## src/rtl/dmem_access_unit.sv

```systemverilog
// Memory-stage access unit: byte/half/word loads and stores onto a word-indexed data RAM.
// Sub-word stores use read-modify-write; misaligned or reserved-size requests are rejected.
module dmem_access_unit #(
   parameter int ADDR_W = 32,
   parameter int DATA_W = 32
) (
   input  logic              clk,
   input  logic              rst_n,
   input  logic              req_valid,
   output logic              req_ready,
   input  logic              req_write,
   input  logic [1:0]        req_size,
   input  logic              req_signed,
   input  logic [ADDR_W-1:0] req_addr,
   input  logic [DATA_W-1:0] req_wdata,
   output logic              resp_valid,
   output logic              resp_err,
   output logic [DATA_W-1:0] resp_rdata,
   output logic              ram_we,
   output logic [ADDR_W-1:0] ram_addr,
   output logic [DATA_W-1:0] ram_din,
   input  logic [DATA_W-1:0] ram_dout
);

   typedef enum logic [1:0] {IDLE, LOAD, RMW_READ, WRITE} state_t;

   state_t            state, state_nxt;
   logic [ADDR_W-1:0] addr_q;
   logic [1:0]        size_q;
   logic              signed_q;
   logic [DATA_W-1:0] wdata_q;
   logic [DATA_W-1:0] merge_q;

   logic              accept;
   logic              req_err;
   logic [DATA_W-1:0] byte_sel;
   logic [DATA_W-1:0] half_sel;
   logic [DATA_W-1:0] load_data;
   logic [DATA_W-1:0] merged;

   assign req_ready = (state == IDLE);
   assign accept    = req_valid && req_ready;
   assign req_err   = (req_size == 2'b11)
                    || (req_size == 2'b01 && req_addr[0])
                    || (req_size == 2'b10 && req_addr[1:0] != 2'b00);

   always_comb begin
      state_nxt = state;
      case (state)
         IDLE: begin
            if (accept && !req_err) begin
               if (!req_write)              state_nxt = LOAD;
               else if (req_size == 2'b10)  state_nxt = WRITE;
               else                         state_nxt = RMW_READ;
            end
         end
         LOAD:     state_nxt = IDLE;
         RMW_READ: state_nxt = WRITE;
         WRITE:    state_nxt = IDLE;
         default:  state_nxt = IDLE;
      endcase
   end

   // Lane extraction: shift the addressed lane down to bit 0, then extend.
   assign byte_sel = ram_dout >> {addr_q[1:0], 3'b000};
   assign half_sel = ram_dout >> {addr_q[1], 4'b0000};

   always_comb begin
      load_data = ram_dout;
      case (size_q)
         2'b00:   load_data = signed_q ? {{24{byte_sel[7]}}, byte_sel[7:0]}
                                       : {24'b0, byte_sel[7:0]};
         2'b01:   load_data = signed_q ? {{16{half_sel[15]}}, half_sel[15:0]}
                                       : {16'b0, half_sel[15:0]};
         default: load_data = ram_dout;
      endcase
   end

   always_comb begin
      merged = ram_dout;
      if (size_q == 2'b00) begin
         for (int unsigned i = 0; i < 4; i++) begin
            if (addr_q[1:0] == i[1:0]) merged[8*i +: 8] = wdata_q[7:0];
         end
      end else if (size_q == 2'b01) begin
         if (addr_q[1]) merged[31:16] = wdata_q[15:0];
         else           merged[15:0]  = wdata_q[15:0];
      end
   end

   always_ff @(posedge clk or negedge rst_n) begin
      if (!rst_n) begin
         state      <= IDLE;
         addr_q     <= '0;
         size_q     <= '0;
         signed_q   <= 1'b0;
         wdata_q    <= '0;
         merge_q    <= '0;
         resp_valid <= 1'b0;
         resp_err   <= 1'b0;
         resp_rdata <= '0;
      end else begin
         state      <= state_nxt;
         resp_valid <= 1'b0;
         if (accept) begin
            addr_q   <= req_addr;
            size_q   <= req_size;
            signed_q <= req_signed;
            wdata_q  <= req_wdata;
         end
         if (state == RMW_READ) merge_q <= merged;
         case (state)
            IDLE: begin
               if (accept && req_err) begin
                  resp_valid <= 1'b1;
                  resp_err   <= 1'b1;
                  resp_rdata <= '0;
               end
            end
            LOAD: begin
               resp_valid <= 1'b1;
               resp_err   <= 1'b0;
               resp_rdata <= load_data;
            end
            WRITE: begin
               resp_valid <= 1'b1;
               resp_err   <= 1'b0;
               resp_rdata <= '0;
            end
            default: ;
         endcase
      end
   end

   assign ram_we   = (state == WRITE);
   assign ram_addr = {2'b00, addr_q[ADDR_W-1:2]};
   assign ram_din  = ram_we ? ((size_q == 2'b10) ? wdata_q : merge_q) : '0;

endmodule

```

## config.mk

```make
export PLATFORM = sky130hd
export DESIGN_NAME = dmem_access_unit
export DESIGN_NICKNAME = d
export VERILOG_FILES = /design/src/rtl/dmem_access_unit.sv
export SDC_FILE = /design/constraint.sdc
export NUM_CORES = 1
export LEC_CHECK = 0
export ABC_AREA = 1
export BUFFER_PORTS_ARGS = -buffer_cell sky130_fd_sc_hd__buf_4
export CORE_ASPECT_RATIO = 1.75
export CORE_MARGIN = 2
export CORE_UTILIZATION = 58
export CTS_BUF_LIST = sky130_fd_sc_hd__clkbuf_2 sky130_fd_sc_hd__clkbuf_4 sky130_fd_sc_hd__clkbuf_8
export CTS_CLUSTER_SIZE = 30
export DETAILED_ROUTE_END_ITERATION = 8
export MAX_ROUTING_LAYER = met4
export PLACE_DENSITY = 0.88
export SYNTH_ARGS = -nofsm -noshare
export SYNTH_HDL_FRONTEND = slang
export SYNTH_SLANG_ARGS = --single-unit
```

## constraint.sdc

```tcl
create_clock -name clk -period 2.6 [get_ports clk]
set_input_delay 0.39 -clock clk [delete_from_list [all_inputs] [get_ports clk]]
set_output_delay 0.39 -clock clk [all_outputs]
set_load 0.05 [all_outputs]
```

Word-level counts from Yosys, hierarchy flattened
Index checks and enable logic that the tools add are counted.

cells by class
  shift-type cells = 2
  reduce and logical (&&, ||, !) cells = 17
  equal/unequal tests = 13
  muxes and demuxes = 23

operators by type and width
  kind                                                                      number
  32-bit 2-to-1 mux                                                         7
  32-bit one-hot mux with 3 select lines                                    1
  32-bit one-hot mux with 2 select lines                                    1
  16-bit 2-to-1 mux                                                         2
  8-bit 2-to-1 mux                                                          4
  32-bit by 5-bit right shift with 16-bit output                            1
  32-bit by 5-bit right shift with 8-bit output                             1
  2-bit equality test (second input constant)                               7
  2-bit by 1-bit equality test with 1-bit output (second input constant)    4
  2-bit logical NOT                                                         3
  2-bit one-hot mux with 3 select lines                                     1
  1-bit logical AND                                                         5
  2-bit 2-to-1 mux                                                          2
  2-bit by 1-bit inequality test with 1-bit output (second input constant)  2
  1-bit one-hot mux with 2 select lines                                     2
  2-bit AND reduction                                                       2
  2-bit nonzero test                                                        2
  1-bit 2-to-1 mux                                                          3
  3-bit nonzero test                                                        1
  1-bit logical OR                                                          2
  2-bit OR reduction                                                        1
  1-bit logical NOT                                                         1

storage, ports and cells
  bits of input ports = 103
  word-level logic and storage cells = 64
  bits in registers = 135
  output and inout port bits = 100

Longest topological paths before layout
  depth after elaboration = 8
  depth in mapped cells = 10
  depth with buffers taken out = 9

Worst setup path after synthesis
Ideal clock, no wire load.

  kind = reg2out
  start = register state[0]
  end = output ram_din[23]
  arrival time = 2,036 ps
  stages on the path, launching flop included = 6
  data required time = 2,210 ps
  setup slack = 174 ps
  path buffers = 1
  path through = dfrtp_1 -> nand2_1 -> inv_1 -> clkbuf_1 -> o21ai_1 -> a21oi_1

between the ends
  cells in the longest elaborated chain, start to end = 2

RTL lines
  what                      line  source
  start: declaration        27    state_t state, state_nxt;
  start signal: assignment  103   state <= state_nxt;
  2-bit equality test       135   assign ram_we = (state == WRITE);
  net ram_we                19    output logic ram_we,
  32-bit 2-to-1 mux         137   assign ram_din = ram_we ? ((size_q == 2'b10) ? wdata_q : merge_q) : '0;
  end: declaration          21    output logic [DATA_W-1:0] ram_din,

The timed path passes the listed nets, and every way through them passes these cells.

Final worst setup path
  start = register size_q[0]
  end = output ram_din[14]

between the ends
  cells in the longest elaborated chain, start to end = 3

RTL lines
  what                             line  source
  start: declaration               29    logic [1:0] size_q;
  start signal: assignment         107   size_q <= req_size;
  2-bit equality test              137
  32-bit 2-to-1 mux (2 in series)  137

No other way between the ends.

==> metrics.cfg <==
[power_and_ir_drop]
p_leak_nw = 4.32
pwr-share-clk_pct = 14.8
p_comb_share_pct = 54.3
cell_internal_pwr_mw = 6.16
peakVddDrop_uv = 743
switching_power_mw = 5.97
p_sw_share_pct = 49.2
p_seq_share_pct = 30.8
p_total_mw = 12.1
cellPowerDensity_nw_per_um2 = 1410

[clock_tree]
clk_latency_ps = 450
cts-buffers-inserted = 17
root_buffer = clkbuf_8
clock-sinks = 135
path_clk_slew_ps = 80
clock_path_buffers = 2
htree_levels = 4
cts_tree = yes

[cells_and_area]
nNetsFinal = 1038
drive_gt1_share_pct = 34.2
layout_common_cells = buf_4, nand2_1, dfrtp_1
areaGrowthSynthToFinish_pct = 26.4
multi_input_area_um2 = 2780
final_util_pct = 74.8
fin_area_um2 = 8620
antenna_cells = 0
finalNonFillerCells = 1082
seqCellArea_um2 = 3380
layout_commonest_cell = buf_4
fill_cells = 861

[floorplan]
io_pins = 203
initial_core_util_pct = 59.2
die-area_um2 = 12700
die-width_um = 86.0
rows = 52
coreArea_um2 = 11500
fp.dieH_um = 147

[worst_setup_path]
crit_cells = 6
startpoint_type = register
crit_chain = nor2_4, buf_12, buf_4, o21ai_0, a21oi_1, buf_4
cpMostUsedCell = buf_4
required_ps = 2210
cp_slowest_cell = dfrtp_1
r2r_cells = 8
cp-end-kind = output pin
max_stage_delay_ps = 430
path_buf_inv = 3
cp_max_fo = 27
critPathTopFamily = buffers and inverters
arrival_ps = 1980
critPathKind = register to output pin

[sta]
setup_viol = 0
timing.final.crit_period_ps = 2370
slew_viol_final = 0
tightest_slew_ps = 545
tns_ps = 0
max-slew-margin-rel_pct = 63.4
holdWs_ps = 161
fin_skew_ps = 10.8
finalHoldViolCount = 0
rsz0062_at_grt = false
fin_crit_sh_pct = 91.0
fmax_ghz = 0.423
fin_ws_ps = 233

[detailed_routing]
vias_per_cell = 5.72
drc = 0
ant_nets = 0
wire_per_inst_um = 18.3
dr.pass1.iters = 6
wl_mm = 19.8
first_iter_violations = 697
vias = 6187

[global_routing]
antenna_found_initial = 0
grt_pass1_vias = 6000
grt_pass1_wl_mm = 30.6
overflow = 0
grtUsageTotal_pct = 32.5
grt_max_degree = 59

[yosys]
ys_seq_area_share_pct = 49.6
syn_inst = 773
ys_types = 31
async_flop_share_pct = 100
ys.flop_type = dfrtp_1
ys_ff_latch = 135
mappedNetlistArea_um2 = 6820
syn_area_per_cell_um2 = 8.82
synth_edf_count = 0
yosys_warnings = 0

[min_path]
holdPathStages = 2
hp-class = primary input to register

[place]
place_worst_setup_slack_ps = 244
gp_congestion = 0.936
hpwl_mm = 14.6
place_area_um2 = 8150
port_buffers = 200
dp.cells = 1046

[status]
status = finished, final reports clean

[run]
cap_violations = 0

==> synth_stat cells (4+ instances only) <==
| cell | instances | share of area [%] |
|---|---|---|
| nand2_1 | 167 | 9.2 |
| dfrtp_1 | 135 | 50 |
| nand3_1 | 64 | 4.7 |
| a21oi_1 | 61 | 4.5 |
| nor2_1 | 55 | 3.0 |
| mux2_2 | 47 | 7.8 |
| o21ai_0 | 44 | 3.2 |
| inv_1 | 42 | 2.3 |
| buf_4 | 35 | 3.9 |
| buf_2 | 23 | 1.7 |
| o211ai_1 | 17 | 1.9 |
| clkbuf_1 | 14 | 0.77 |
| a31oi_1 | 9 | 0.83 |
| o22ai_1 | 8 | 0.73 |
| a41oi_1 | 7 | 0.90 |
| inv_2 | 7 | 0.39 |
| o2111ai_1 | 6 | 0.77 |
| or2_2 | 6 | 0.55 |
| buf_6 | 5 | 0.83 |
| o21ai_1 | 4 | 0.29 |
==> flip-flops by register name, summed over array words and instances (netlist names) <==
signal      count
size_q          2
resp_rdata     32
merge_q        32
state           2
resp_valid      1
wdata_q        32
signed_q        1
addr_q         32
resp_err        1
==> path summary, 6_finish.rpt <==
path	from	to	slack [ps]
min reg2reg	merge_q[6]	merge_q[6]	480
min	req_addr[8]	addr_q[8]	160
max in group asynchronous	rst_n	addr_q[21]	1410
max reg2reg	size_q[1]	resp_rdata[5]	560
min in group asynchronous	rst_n	wdata_q[15]	440
max	size_q[0]	ram_din[14]	230
==> timing repair <==
action,4_1_cts,5_1_grt
hold buffers,1,0
setup buffers,0,3
pin swaps,1,1
gates cloned,1,0
endpoints found under the hold margin,49,0
resized for setup,3,0
setup endpoints to repair,19,23
==> power by group through the flow <==
stage	registers, mW	logic, mW	clock network, mW
floorplan	4.08	4.62	0
global placement	3.71	6.35	0
detailed placement	3.75	6.48	0
CTS	3.72	6.52	1.82
global route	3.83	7.04	1.90
finish	3.74	6.59	1.80
==> worst register-to-register path: cells and delay by family, from the launching register on <==
kind                   cells  cell delay, ps
AOI/OAI and AO/OA          1             120
buffers and inverters      1             190
DFF                        1             390
and+or+nand+nor            6            1290
==> final cells by class <==
cell class	count	share of cell area, %
repair buffers	218	19.5
clock buffers	19	2.96
flip-flops and latches	135	39.2
clock inverters	12	1.77
inverters	50	2.22
repair inverters	1	0.0871
multi-input cells	512	32.3
well taps	135	1.96
==> logic make-up (layout without fill, tap and decap cells) <==
| family | after synthesis | count (layout) | share of synthesized area, % |
|---|---|---|---|
| AND/OR/NAND/NOR | 304 | 304 | 19.2 |
| AO/OA/AOI/OAI | 159 | 159 | 13.6 |
| buffers and inverters | 127 | 300 | 9.89 |
| multiplexers | 47 | 47 | 7.76 |
| other | 1 | 2 | 0.0550 |
| flip-flops | 135 | 135 | 49.6 |
==> layer usage <==
metal / up-vias / share of wire, % / global-route usage (%)
met5: - / 0 / -
met4: 0 / 4.8 / 16.1
met3: 73 / 8.3 / 6.59
met2: 319 / 52 / 53.1
met1: 2913 / 35 / 37.9
li1: 2882 / - / -
No activity file was read; power rests on OpenSTA's default activity.
